==> config.mk <==
export PLATFORM = sky130hd
export DESIGN_NAME = noc_input_port
export DESIGN_NICKNAME = d
export VERILOG_FILES = /design/src/rtl/noc_input_port.sv
export SDC_FILE = /design/constraint.sdc
export NUM_CORES = 1
export LEC_CHECK = 0
export CORE_AREA = 2 2 90 92
export CTS_BUF_LIST = sky130_fd_sc_hd__clkbuf_4
export DETAILED_ROUTE_END_ITERATION = 8
export DIE_AREA = 0 0 92 94
export MAX_ROUTING_LAYER = met4
export PLACE_DENSITY = 0.81
export SLEW_MARGIN = 10
export SYNTH_ARGS = -nofsm -noshare
export SYNTH_HDL_FRONTEND = slang
export SYNTH_SLANG_ARGS = --single-unit
==> constraint.sdc <==
create_clock -name clk -period 8.8 [get_ports clk]
set_input_delay 2.2 -clock clk [delete_from_list [all_inputs] [get_ports clk]]
set_output_delay 2.2 -clock clk [all_outputs]
set_load 0.02 [all_outputs]
==> src/rtl/noc_input_port.sv <==
// ============================================================================
// Module   : noc_input_port
// Purpose  : NoC router input stage. Buffers incoming flits in a DEPTH-entry
//            FIFO, computes an XY route from each head flit, holds that route
//            for the whole packet (wormhole lock) and returns one credit per
//            flit it pops.
// Ports    : clk, rst_n         - clock, asynchronous active-low reset
//            data_i, valid_i    - incoming flit from upstream send_data
//            grant_i[4:0]       - one-hot grant from output-side arbitration
//            data_o             - flit at FIFO head (0 while empty)
//            req_o[4:0]         - one-hot route request (L,N,E,S,W)
//            port_en_o[4:0]     - one-hot forward strobe
//            credit_o           - one-cycle pulse per popped flit
//            error_o            - sticky protocol / overflow error
// Revision : 1.0 - initial release
// ============================================================================
`default_nettype none
`timescale 1ns/1ps

module noc_input_port #(
  parameter int X_ID  = 0,
  parameter int Y_ID  = 0,
  parameter int DEPTH = 5
) (
  input  logic        clk,
  input  logic        rst_n,
  input  logic [15:0] data_i,
  input  logic        valid_i,
  input  logic [4:0]  grant_i,
  output logic [15:0] data_o,
  output logic [4:0]  req_o,
  output logic [4:0]  port_en_o,
  output logic        credit_o,
  output logic        error_o
);

  localparam int                 c_PTR_W    = (DEPTH > 1) ? $clog2(DEPTH) : 1;
  localparam int                 c_CNT_W    = $clog2(DEPTH + 1);
  localparam logic [c_PTR_W-1:0] c_PTR_LAST = c_PTR_W'(DEPTH - 1);
  localparam logic [c_CNT_W-1:0] c_CNT_FULL = c_CNT_W'(DEPTH);
  localparam logic [2:0]         c_X_ID     = 3'(X_ID);
  localparam logic [2:0]         c_Y_ID     = 3'(Y_ID);

  localparam logic [4:0] c_PORT_L = 5'b00001;
  localparam logic [4:0] c_PORT_N = 5'b00010;
  localparam logic [4:0] c_PORT_E = 5'b00100;
  localparam logic [4:0] c_PORT_S = 5'b01000;
  localparam logic [4:0] c_PORT_W = 5'b10000;

  typedef enum logic [1:0] {
    S_IDLE   = 2'd0,
    S_REQ    = 2'd1,
    S_ACTIVE = 2'd2
  } state_t;

  state_t               r_state;
  state_t               w_state_nxt;

  logic [15:0]          r_mem [0:DEPTH-1];
  logic [c_PTR_W-1:0]   r_wr_ptr;
  logic [c_PTR_W-1:0]   r_rd_ptr;
  logic [c_CNT_W-1:0]   r_count;
  logic [4:0]           r_route;
  logic                 r_error;

  logic                 w_empty;
  logic                 w_full;
  logic                 w_push;
  logic                 w_pop;
  logic                 w_fwd;
  logic                 w_latch_route;
  logic                 w_err_proto;
  logic                 w_overflow;
  logic                 w_grant_hit;
  logic                 w_is_head;
  logic                 w_is_tail;
  logic [2:0]           w_dst_x;
  logic [2:0]           w_dst_y;
  logic [4:0]           w_route_nxt;

  function automatic logic [c_PTR_W-1:0] f_ptr_inc(input logic [c_PTR_W-1:0] p);
    return (p == c_PTR_LAST) ? '0 : p + c_PTR_W'(1);
  endfunction

  // --------------------------------------------------------------------------
  // FIFO status. A write into a full FIFO is still accepted when the head is
  // popped in the same cycle, so the slot frees up in time.
  // --------------------------------------------------------------------------
  assign w_empty    = (r_count == '0);
  assign w_full     = (r_count == c_CNT_FULL);
  assign w_push     = valid_i & (~w_full | w_pop);
  assign w_overflow = valid_i & w_full & ~w_pop;

  // Head is gated while empty so stale storage never leaks out (and reset
  // shows 0 without having to clear the array).
  assign data_o    = w_empty ? 16'h0000 : r_mem[r_rd_ptr];

  // All decode below is only acted on while the FIFO is non-empty.
  assign w_is_head   = data_o[15];
  assign w_is_tail   = data_o[14];
  assign w_dst_x     = data_o[13:11];
  assign w_dst_y     = data_o[10:8];
  assign w_grant_hit = |(grant_i & r_route);

  // XY routing: resolve X first, then Y.
  always_comb begin
    w_route_nxt = c_PORT_L;
    if (w_dst_x > c_X_ID) begin
      w_route_nxt = c_PORT_E;
    end else if (w_dst_x < c_X_ID) begin
      w_route_nxt = c_PORT_W;
    end else if (w_dst_y > c_Y_ID) begin
      w_route_nxt = c_PORT_N;
    end else if (w_dst_y < c_Y_ID) begin
      w_route_nxt = c_PORT_S;
    end
  end

  // --------------------------------------------------------------------------
  // Packet FSM: next state and control strobes
  // --------------------------------------------------------------------------
  always_comb begin
    w_state_nxt   = r_state;
    w_pop         = 1'b0;
    w_fwd         = 1'b0;
    w_latch_route = 1'b0;
    w_err_proto   = 1'b0;
    req_o         = 5'b00000;
    case (r_state)
      S_IDLE: begin
        if (!w_empty) begin
          if (w_is_head) begin
            w_latch_route = 1'b1;
            w_state_nxt   = S_REQ;
          end else begin
            // Body flit with no open packet: discard it but still return
            // its credit so upstream does not lose a buffer slot.
            w_pop       = 1'b1;
            w_err_proto = 1'b1;
          end
        end
      end
      S_REQ: begin
        req_o = r_route;
        if (!w_empty && w_grant_hit) begin
          w_fwd       = 1'b1;
          w_pop       = 1'b1;
          w_state_nxt = w_is_tail ? S_IDLE : S_ACTIVE;
        end
      end
      S_ACTIVE: begin
        req_o = r_route;
        if (!w_empty && w_grant_hit) begin
          w_fwd = 1'b1;
          w_pop = 1'b1;
          // A new head inside an open packet is a framing error; it is
          // still forwarded as a body flit to keep the worm intact.
          if (w_is_head) begin
            w_err_proto = 1'b1;
          end
          if (w_is_tail) begin
            w_state_nxt = S_IDLE;
          end
        end
      end
      default: begin
        w_state_nxt = S_IDLE;
      end
    endcase
  end

  assign port_en_o = w_fwd ? r_route : 5'b00000;
  assign credit_o  = w_pop;
  assign error_o   = r_error;

  // --------------------------------------------------------------------------
  // State, pointers, occupancy and sticky error
  // --------------------------------------------------------------------------
  always_ff @(posedge clk or negedge rst_n) begin
    if (!rst_n) begin
      r_state  <= S_IDLE;
      r_route  <= 5'b00000;
      r_wr_ptr <= '0;
      r_rd_ptr <= '0;
      r_count  <= '0;
      r_error  <= 1'b0;
    end else begin
      r_state <= w_state_nxt;
      if (w_latch_route) begin
        r_route <= w_route_nxt;
      end
      if (w_push) begin
        r_wr_ptr <= f_ptr_inc(r_wr_ptr);
      end
      if (w_pop) begin
        r_rd_ptr <= f_ptr_inc(r_rd_ptr);
      end
      if (w_push && !w_pop) begin
        r_count <= r_count + c_CNT_W'(1);
      end else if (!w_push && w_pop) begin
        r_count <= r_count - c_CNT_W'(1);
      end
      if (w_err_proto || w_overflow) begin
        r_error <= 1'b1;
      end
    end
  end

  // Flit storage needs no reset: contents are only visible through data_o,
  // which is gated by the occupancy count.
  always_ff @(posedge clk) begin
    if (w_push) begin
      r_mem[r_wr_ptr] <= data_i;
    end
  end

endmodule

`default_nettype wire

Yosys cells after proc, flatten, opt, wreduce, memory -nomap -nowiden

Memory sizes are Yosys's and may differ from the RTL's.
Index checks and enable logic that the tools add are counted.
Widths: inputs -> output; s select.

Register bits after elaboration: 17
RAM bits: 80
Input port bits: 24
Output and inout bits: 28
Logic and storage cells: 75
Memories kept: 1

Add/sub/neg operators: 4
Order comparisons: 4
Eq/ne operators: 10
Muxes and demuxes: 30
Bitwise gates (word level): 7
Reduce and logical (&&, ||, !) cells: 13

Memories:

| name  | words | bits a word | read ports | clocked after memory_dff | wr ports | RTL line | RTL |
|---|---|---|---|---|---|---|---|
| r_mem | 5     | 16          | 1          | 0                        | 1        | 59       | `logic [15:0] r_mem [0:DEPTH-1];` |

Operators by type and width:

| kind                | count |
|---|---|
| $mux 5              | 4 |
| $mux 16             | 1 |
| $mux 2              | 6 |
| $mux 3              | 4 |
| $mux 1              | 10 |
| $ne 2x2->1 const B  | 5 |
| $add 3x1->3 const B | 3 |
| $eq 3x3->1 const B  | 3 |
| $mux 4              | 2 |
| $gt 3x1->1 const B  | 2 |
| $lt 3x1->1 const B  | 2 |
| $pmux 2 s3          | 1 |
| $and 5x5->5         | 1 |
| $reduce_and 5->1    | 1 |
| $reduce_or 5->1     | 1 |
| $pmux 1 s2          | 2 |
| $and 1x1->1         | 3 |
| $logic_and 1x1->1   | 3 |
| $logic_not 1->1     | 3 |
| $logic_not 3->1     | 1 |
| $sub 3x1->3 const B | 1 |
| $eq 2x1->1 const B  | 1 |
| $eq 2x2->1 const B  | 1 |
| $logic_not 2->1     | 1 |
| 5 further kinds     | 6 |

Logic depth before layout (Yosys ltp)

Gate-level depths: netlist (run 1).

Depth in word-level cells: 11
Gate-level depth with buffers: 13
Depth with buffers taken out: 12

Worst setup path after synthesis (run 1)

OpenSTA, ideal clock, no wires.

Path type: input -> output
Start: in grant_i[0]
End: out credit_o
Data arrival time: 3.288 ns
Required time: 6.600 ns
Slack: 3.312 ns
Cell stages on the path: 4
Path buffers: 1
Cells stage by stage: a222oi_1 nor4b_2 or2_1 buf_4

Cells in the longest elaborated chain, start to end: 5

Ends and longest elaborated chain:

| item              | RTL line | RTL |
|---|---|---|
| start, declared   | 29       | `input logic [4:0] grant_i,` |
| $and 5x5->5       | 103      | `assign w_grant_hit = \|(grant_i & r_route);` |
| $reduce_or 5->1   | 103      |  |
| $logic_and 1x1->1 | 145, 153 |  |
| $mux 1            | 145, 153 |  |
| $pmux 1 s2        | 129      | `case (r_state)` |
| end, declared     | 33       | `output logic credit_o,` |

Every way passes these cells.

Worst setup path in the final report (run 1)

Ends and elaborated chain as after synthesis.

==> results.cfg, run 1 <==
[yosys]
synthMuxAreaShare = 0.141
synth_top_area_cell = edfxtp_1
syn_inst = 241
syn-cell-area_um2 = 4110
synth_top_family_by_area = multiplexers
synthTopCellsByCount = 80 x edfxtp_1, 20 x nor2_1, 18 x mux2i_1, 15 x dfrtp_1, 15 x mux4_2
synth-seq-area-share = 0.675
synth_seq_cells = 95
ys_top_cells_by_area = edfxtp_1 58%, dfrtp_1 9.1%, mux4_2 8.2%
synth-edff-count = 80
synthXorXnorAreaFrac = 0.00639
post_synth_num_cell_types = 50
synth_top_cell_area_share = 0.584
synth_most_common_cell = edfxtp_1
postSynthAreaPerCell_um2 = 17.1
ys_async_sr_fraction = 0.158
ys.flop_type = edfxtp_1
synthAdderAreaFrac = 0.0322
synth_compound_area_frac = 0.0499
yosysWarnings = 0
synthSimpleGateAreaFrac = 0.0642

[timing]
worst_pin_slew_ps = 1150
slew_viol_final = 0
rsz0062_at_grt = false
fin_crit_sh = 0.744
finalSetupViolCount = 0
slew_headroom = 0.233
tns_ps = 0
hold_viol_final = 0
fin_skew_ps = 7.94
fin_hold_ws_ps = 513
post-route-min-period_ps = 6550
setup_slack_ps = 2250
fmax_mhz = 153

[floorplanning]
coreArea_um2 = 7610
die_x_um = 92
die_area_um2 = 8650
initial_core_util = 0.541
placementRows = 32
die_h_um = 94
io_pins = 52

[clock_tree]
cts_setup_buffers = 0
ctsHtreeMaxLevel = 3
clockRootBuffer = clkbuf_4
clock_path_buffers = 2
cts_sinks = 95
cts_tree = done
clock_latency_ps = 440
numCtsBuffers = 9
cts-hold-fix-buffers = 0
clk_pin_slew_ps = 150
ctsResizeCount = 0

[worst_setup_path]
cp.arrival_ps = 4350
critical_path_class = in2out
crit_fanout = 5
crit_required_ps = 6600
cp-end-kind = output port
worstSetupStartpointType = input port
startpoint = grant_i[0]
reg2reg_from = r_rd_ptr[2]

[detailed_routing]
vias = 2220
drt-total-wl_um = 7300
top_layer_used = met4
drt-initial-drc-count = 119
drc = 0
route.met2.wl_um = 3620
met3WireLength_um = 370
wl_met1_um = 3160
ant_nets = 0
dr.pass1.iters = 4
via_per_inst = 5.56
post_drt_wl_per_cell_um = 18.3

[global_route]
grt_util_all_layers = 0.189
grt_max_degree = 24
grt_pass1_wl_um = 11600
grt_pass1_vias = 2249
antenna_found_initial = 0
grt.overflow.total = 0

[status]
status = finished, final reports clean

[final_layout]
layout.nets = 326
final_util = 0.636
drive_gt1_frac = 0.168
design_area_um2 = 4840
syn2layout_area_growth_pct = 17.6
antenna_cells = 0
layoutNonFillerInstCount = 399

[hold_path]
min_from = error_o
holdCritPathClass = reg2reg

[placed_design]
dp_cells = 383
placed_area_um2 = 4710
globalplace.congestion = 0.842
dp_slack_ps = 2240
port_buffers = 45
hpwlAfterDp_um = 4670

[power]
p_leak_nw = 1.71
p_per_area_nw_per_um2 = 345
p_total_mw = 1.67
ir_worst_vdd_uv = 162

[run]
maxCapViolCount = 0
[path summary, 6_finish.rpt]
path / end / slack (ps) / depth (start not counted)
worst max-delay path: credit_o / 2250 / 5
worst min-delay path: error_o / 510 / 1
worst max register to register: r_count[1] / 5210 / 9
worst min register to register: error_o / 510 / 1
max in group asynchronous: r_state[0] / 6170 / 1
min in group asynchronous: r_count[1] / 2170 / 1
[cells by family after synthesis]
group / count (synthesis)
mux: 38
buf+inv: 25
xor+xnor: 3
fa+ha+maj: 10
flops: 95
simple gates: 47
compound gates: 22
other cells: 1
[cell type report]
cell class	count	area [µm²]
sequential	95	2780
clock inverter	7	63.8
tap	102	128
multi-input combinational	124	1260
clock buffer	9	67.6
inverter	11	41.3
fill	542	2770
timing repair buffer	51	495
[state kept, by name (all words and copies together) (netlist names)]
register  flops
r_mem        80
r_count       3
r_rd_ptr      3
r_route       3
r_wr_ptr      3
r_state       2
error_o       1
[metal layers]
metal	global-route usage	vias to the layer above
li1	-	1031
met1	0.236	1101
met2	0.305	74
met3	0.0385	14
met4	0.0858	0
met5	-	-
[placed cells by master, fill, tap and decap left out, types with 4 or more instances in the layout]
master and count:
mux2i_1 18, clkbuf_4 9, inv_1 11, dfrtp_1 15
nor2_1 20, nor4_2 4, ha_1 9, buf_4 6
clkdlybuf4s50_1 45, mux4_2 15, conb_1 4, edfxtp_1 80
[where the power goes]
| part | total [mW] | internal, mW | switching [mW] |
|---|---|---|---|
| logic | 0.771 | 0.380 | 0.392 |
| clock network | 0.216 | 0.0637 | 0.152 |
| registers | 0.680 | 0.586 | 0.0943 |
| total | 1.67 | 1.03 | 0.638 |
[worst max-delay path, cell delays in order]
cell and delay (ps):
clkdlybuf4s50_1 400, a222oi_1 640, nor4b_2 200, or2_1 350, clkdlybuf4s50_1 560
(Power assumes the default switching activity.)
==> run 2: changes to the inputs <==
--- a/config.mk
+++ b/config.mk
@@ -5,10 +5,10 @@
 export SDC_FILE = /design/constraint.sdc
 export NUM_CORES = 1
 export LEC_CHECK = 0
-export CORE_AREA = 2 2 90 92
+export CORE_AREA = 2 2 92 94
 export CTS_BUF_LIST = sky130_fd_sc_hd__clkbuf_4
 export DETAILED_ROUTE_END_ITERATION = 8
-export DIE_AREA = 0 0 92 94
+export DIE_AREA = 0 0 94 96
 export MAX_ROUTING_LAYER = met4
 export PLACE_DENSITY = 0.81
 export SLEW_MARGIN = 10
==> constraint.sdc (replaced) <==
create_clock -name clk -period 5.53 [get_ports clk]
set_input_delay 1.3825 -clock clk [delete_from_list [all_inputs] [get_ports clk]]
set_output_delay 1.3825 -clock clk [all_outputs]
set_load 0.02 [all_outputs]
==> run 2 against run 1 <==
Against the previous run:
- power rose by 59%
- register-to-register slack got worse by 3300 ps
- worst hold slack got worse by 6.1 ps
- via count up 2.0%
- clock power increased by 51%
- sequential share of layout area barely moved
- first-iteration DRC count is 18% higher
- combinational power grew 58%
- sequential cell count unchanged
- die area up 4.3%
- global-route usage decreased by 0.25 points
- clock-buffer cell count up 2
- critical path type unchanged
- critical endpoint unchanged
==> results.cfg, run 2 (synthesized netlist as in run 1, its figures left out) <==
[power]
ir_worst_vdd_uv = 295
p_leak_nw = 1.71
p_per_area_nw_per_um2 = 548

[detailed_routing]
via_per_inst = 5.60
vias = 2264
drt-total-wl_um = 7380
drt-initial-drc-count = 140
dr.pass1.iters = 4
ant_nets = 0
post_drt_wl_per_cell_um = 18.3
drc = 0

[timing]
tns_ps = 0
hold_viol_final = 0
worst_pin_slew_ps = 1110
setup_slack_ps = 611
post-route-min-period_ps = 4920
slew_headroom = 0.261
fin_skew_ps = 19.4
fmax_mhz = 203
rsz0062_at_grt = false
slew_viol_final = 0
fin_crit_sh = 0.890
finalSetupViolCount = 0

[final_layout]
final_util = 0.601
final_common_cell = edfxtp_1
drive_gt1_frac = 0.171
ff_latch_area_um2 = 2780
final_cell_mix = 80 x edfxtp_1, 45 x clkdlybuf4s50_1, 20 x nor2_1, 18 x mux2i_1
largest_register_ffs = 80
n_fill_cell = 607
layout.nets = 328
regMostFlops = r_mem
multi_input_area_um2 = 1260
syn2layout_area_growth_pct = 17.7
antenna_cells = 0

[worst_setup_path]
reg2reg_from = r_rd_ptr[1]
cp-end-kind = output port
r2r.worst_path.cells = 6
startpoint = grant_i[0]
critical_path_class = in2out
worstSetupStartpointType = input port
crit_required_ps = 4150
timing.reg2reg.setup_slack_ps = 1950
regToRegEndpoint = r_mem[1][5]
crit_fanout = 5
cp.arrival_ps = 3540

[floorplanning]
coreArea_um2 = 8050
io_pins = 52
initial_core_util = 0.511
die_area_um2 = 9020
placementRows = 33
die_x_um = 94
die_h_um = 96

[hold_path]
min_from = error_o
min_to = error_o
holdCritPathClass = reg2reg
hold_depth = 1

[placed_design]
globalplace.congestion = 0.785
hpwlAfterDp_um = 4860
dp_slack_ps = 582
port_buffers = 45

[global_route]
grt_max_degree = 22
grt_util_all_layers = 0.187
antenna_found_initial = 0
grt_pass1_wl_um = 12000
grt_pass1_vias = 2373
grt.overflow.total = 0

[clock_tree]
ctsHtreeMaxLevel = 3
numCtsBuffers = 9
cts_sinks = 95
cts_setup_buffers = 0
clock_latency_ps = 430
clk_pin_slew_ps = 120
ctsResizeCount = 0
cts_tree = done
clock_path_buffers = 2
clockRootBuffer = clkbuf_4
cts-hold-fix-buffers = 0

[status]
status = finished, final reports clean

[run]
maxCapViolCount = 0
## run 2: metal layers
| layer | share of wire | track usage | up-vias |
|---|---|---|---|
| met5 | 0 | - | - |
| met4 | 0.016 | 0.0833 | 0 |
| met3 | 0.052 | 0.0329 | 9 |
| met2 | 0.50 | 0.309 | 77 |
| met1 | 0.43 | 0.229 | 1141 |
| li1 | - | - | 1037 |
## run 2: worst max path at each step
stage | endpoint | slack (ps) | depth (start not counted)
after global placement | credit_o | 610 | 6
final | credit_o | 610 | 6
after global routing | credit_o | 440 | 6
after CTS | credit_o | 570 | 6
after floorplan | r_mem[1][0] | 1330 | 4
after detailed placement | credit_o | 580 | 6
## run 2: area by class of cell
type | instances | share of cell area
repair buffers | 53 | 0.105
multi-input cells | 124 | 0.261
clock inverters | 5 | 0.00672
inverters | 11 | 0.00853
clock buffers | 11 | 0.0171
well taps | 105 | 0.0271
flip-flops and latches | 95 | 0.574
## run 2: power breakdown
group / switching (mW) / internal (mW) / total, mW
logic: 0.611 / 0.613 / 1.22
clock network: 0.224 / 0.103 / 0.326
registers: 0.171 / 0.933 / 1.10
## run 2: through the flow
stage	cell area [µm²]	hold WS, ps	power [mW]	instances
6_report	4840	507	2.65	404
5_1_grt	4840	531	2.83	404
4_1_cts	4840	513	2.67	404
3_5_place_dp	4730	483	2.36	388
3_3_place_gp	4730	471	2.32	388
2_1_floorplan	4130	478	1.90	244
## run 2: critical path: stages
cell and delay [ps]:
clkdlybuf4s50_1 460, a222oi_1 90, buf_4 160, nor4b_2 520, or2_1 280, clkdlybuf4s50_1 640
==> run 3: changes to the inputs <==
--- a/config.mk
+++ b/config.mk
@@ -5,10 +5,10 @@
 export SDC_FILE = /design/constraint.sdc
 export NUM_CORES = 1
 export LEC_CHECK = 0
-export CORE_AREA = 2 2 92 94
+export CORE_AREA = 2 2 90 92
 export CTS_BUF_LIST = sky130_fd_sc_hd__clkbuf_4
 export DETAILED_ROUTE_END_ITERATION = 8
-export DIE_AREA = 0 0 94 96
+export DIE_AREA = 0 0 92 94
 export MAX_ROUTING_LAYER = met4
 export PLACE_DENSITY = 0.81
 export SLEW_MARGIN = 10
==> constraint.sdc (replaced) <==
create_clock -name clk -period 6.3 [get_ports clk]
set_input_delay 1.575 -clock clk [delete_from_list [all_inputs] [get_ports clk]]
set_output_delay 1.575 -clock clk [all_outputs]
set_load 0.02 [all_outputs]
==> run 3 against run 2 <==
Against the previous run:
- core utilization increased by 3.5 points
- sequential share of layout area about the same
- routed wire length grew 0.16%
- design area about the same
- clock skew shrank 6.2 ps
- sequential cell count stayed put
- clock power fell by 5%
- clock-buffer cell count down 2
- power down 12%
- critical endpoint unchanged
==> results.cfg, run 3 (synthesized netlist as in run 1, its figures left out) <==
[status]
status = finished, final reports clean

[detailed_routing]
met3WireLength_um = 285
dr.pass1.iters = 4
drt-total-wl_um = 7390
ant_nets = 0
post_drt_wl_per_cell_um = 18.5
drt-initial-drc-count = 141
drc = 0
vias = 2253
route.met2.wl_um = 3740
top_layer_used = met4
wl_met1_um = 3250
via_per_inst = 5.63

[worst_setup_path]
critical_path_class = in2out
cp.arrival_ps = 3730
r2r.worst_path.cells = 9
timing.reg2reg.setup_slack_ps = 2680
crit_fanout = 5
cp-end-kind = output port
crit_required_ps = 4720
reg2reg_from = r_rd_ptr[2]
regToRegEndpoint = r_count[1]
startpoint = grant_i[0]
endpoint = credit_o
worstSetupStartpointType = input port

[clock_tree]
ctsResizeCount = 0
cts-hold-fix-buffers = 0
ctsHtreeMaxLevel = 3
cts_sinks = 95
cts_tree = done
numCtsBuffers = 9
clk_pin_slew_ps = 150
cts_setup_buffers = 0
clock_path_buffers = 2
clockRootBuffer = clkbuf_4
clock_latency_ps = 440

[final_layout]
regMostFlops = r_mem
final_cell_mix = 80 x edfxtp_1, 45 x clkdlybuf4s50_1, 20 x nor2_1, 18 x mux2i_1
multi_input_area_um2 = 1260
largest_register_ffs = 80
design_area_um2 = 4840
final_common_cell = edfxtp_1
n_fill_cell = 549
layout.nets = 327
ff_latch_area_um2 = 2780
drive_gt1_frac = 0.174
syn2layout_area_growth_pct = 17.7
antenna_cells = 0

[placed_design]
hpwlAfterDp_um = 4800
dp_slack_ps = 979
placed_area_um2 = 4710
port_buffers = 45
globalplace.congestion = 0.862

[timing]
rsz0062_at_grt = false
worst_pin_slew_ps = 1140
slew_viol_final = 0
tns_ps = 0
slew_headroom = 0.242
fin_crit_sh = 0.843
setup_slack_ps = 990
finalSetupViolCount = 0
fmax_mhz = 188
post-route-min-period_ps = 5310
hold_viol_final = 0
fin_skew_ps = 13.2

[floorplanning]
placementRows = 32
coreArea_um2 = 7610
io_pins = 52
die_area_um2 = 8650
initial_core_util = 0.541
die_x_um = 92
die_h_um = 94

[global_route]
grt_util_all_layers = 0.188
grt_pass1_wl_um = 11700
antenna_found_initial = 0
grt_max_degree = 24
grt_pass1_vias = 2218
grt.overflow.total = 0

[power]
ir_worst_vdd_uv = 318
p_per_area_nw_per_um2 = 485
p_total_mw = 2.35
p_leak_nw = 1.71

[hold_path]
holdCritPathClass = reg2reg

[run]
maxCapViolCount = 0
run 3: cell types whose count changed in the layout (fill, tap and decap cells not counted), sizes merged:
cell and delta:
clkinv -2, inv +4, buf -1, clkbuf -2
run 3: critical path, cell delays in order:
cell and delay [ps]:
clkdlybuf4s50_1 460, a222oi_1 90, buf_4 160, nor4b_2 530
or2_1 290, clkdlybuf4s50_1 640
run 3: routing by layer:
| metal | global-route usage | vias up |
|---|---|---|
| met5 | - | - |
| met4 | 0.0647 | 0 |
| met3 | 0.0297 | 10 |
| met2 | 0.314 | 62 |
| met1 | 0.238 | 1150 |
| li1 | - | 1031 |
run 3: worst min-delay path by stage:
stage                       to       start  cells past startpoint
floorplan           r_route[2]  r_route[2]                      1
global placement       error_o     error_o                      1
detailed placement     error_o     error_o                      1
CTS                    error_o     error_o                      1
global route           error_o     error_o                      1
finish                 error_o     error_o                      1
run 3: area by class of cell:
cell class,instances,share of cell area
Clock inverter,7,0.0127
Sequential cell,95,0.573
Multi-Input combinational cell,124,0.261
Inverter,11,0.00852
Timing Repair Buffer,52,0.104
Tap cell,102,0.0263
Clock buffer,9,0.0139
run 3: power by group:
group | internal [mW] | switching [mW] | total, mW | leakage, nW
combinational | 0.535 | 0.537 | 1.07 | 0.733
sequential | 0.819 | 0.147 | 0.966 | 0.907
clock | 0.0904 | 0.218 | 0.309 | 0.0712
run 3: through the flow:
stage	utilization	hold slack, ps	std cells
after floorplan	-	478	244
after detailed placement	0.620	476	384
after CTS	0.637	510	400
final	0.637	511	400
after global routing	0.637	533	400
after global placement	0.620	466	384
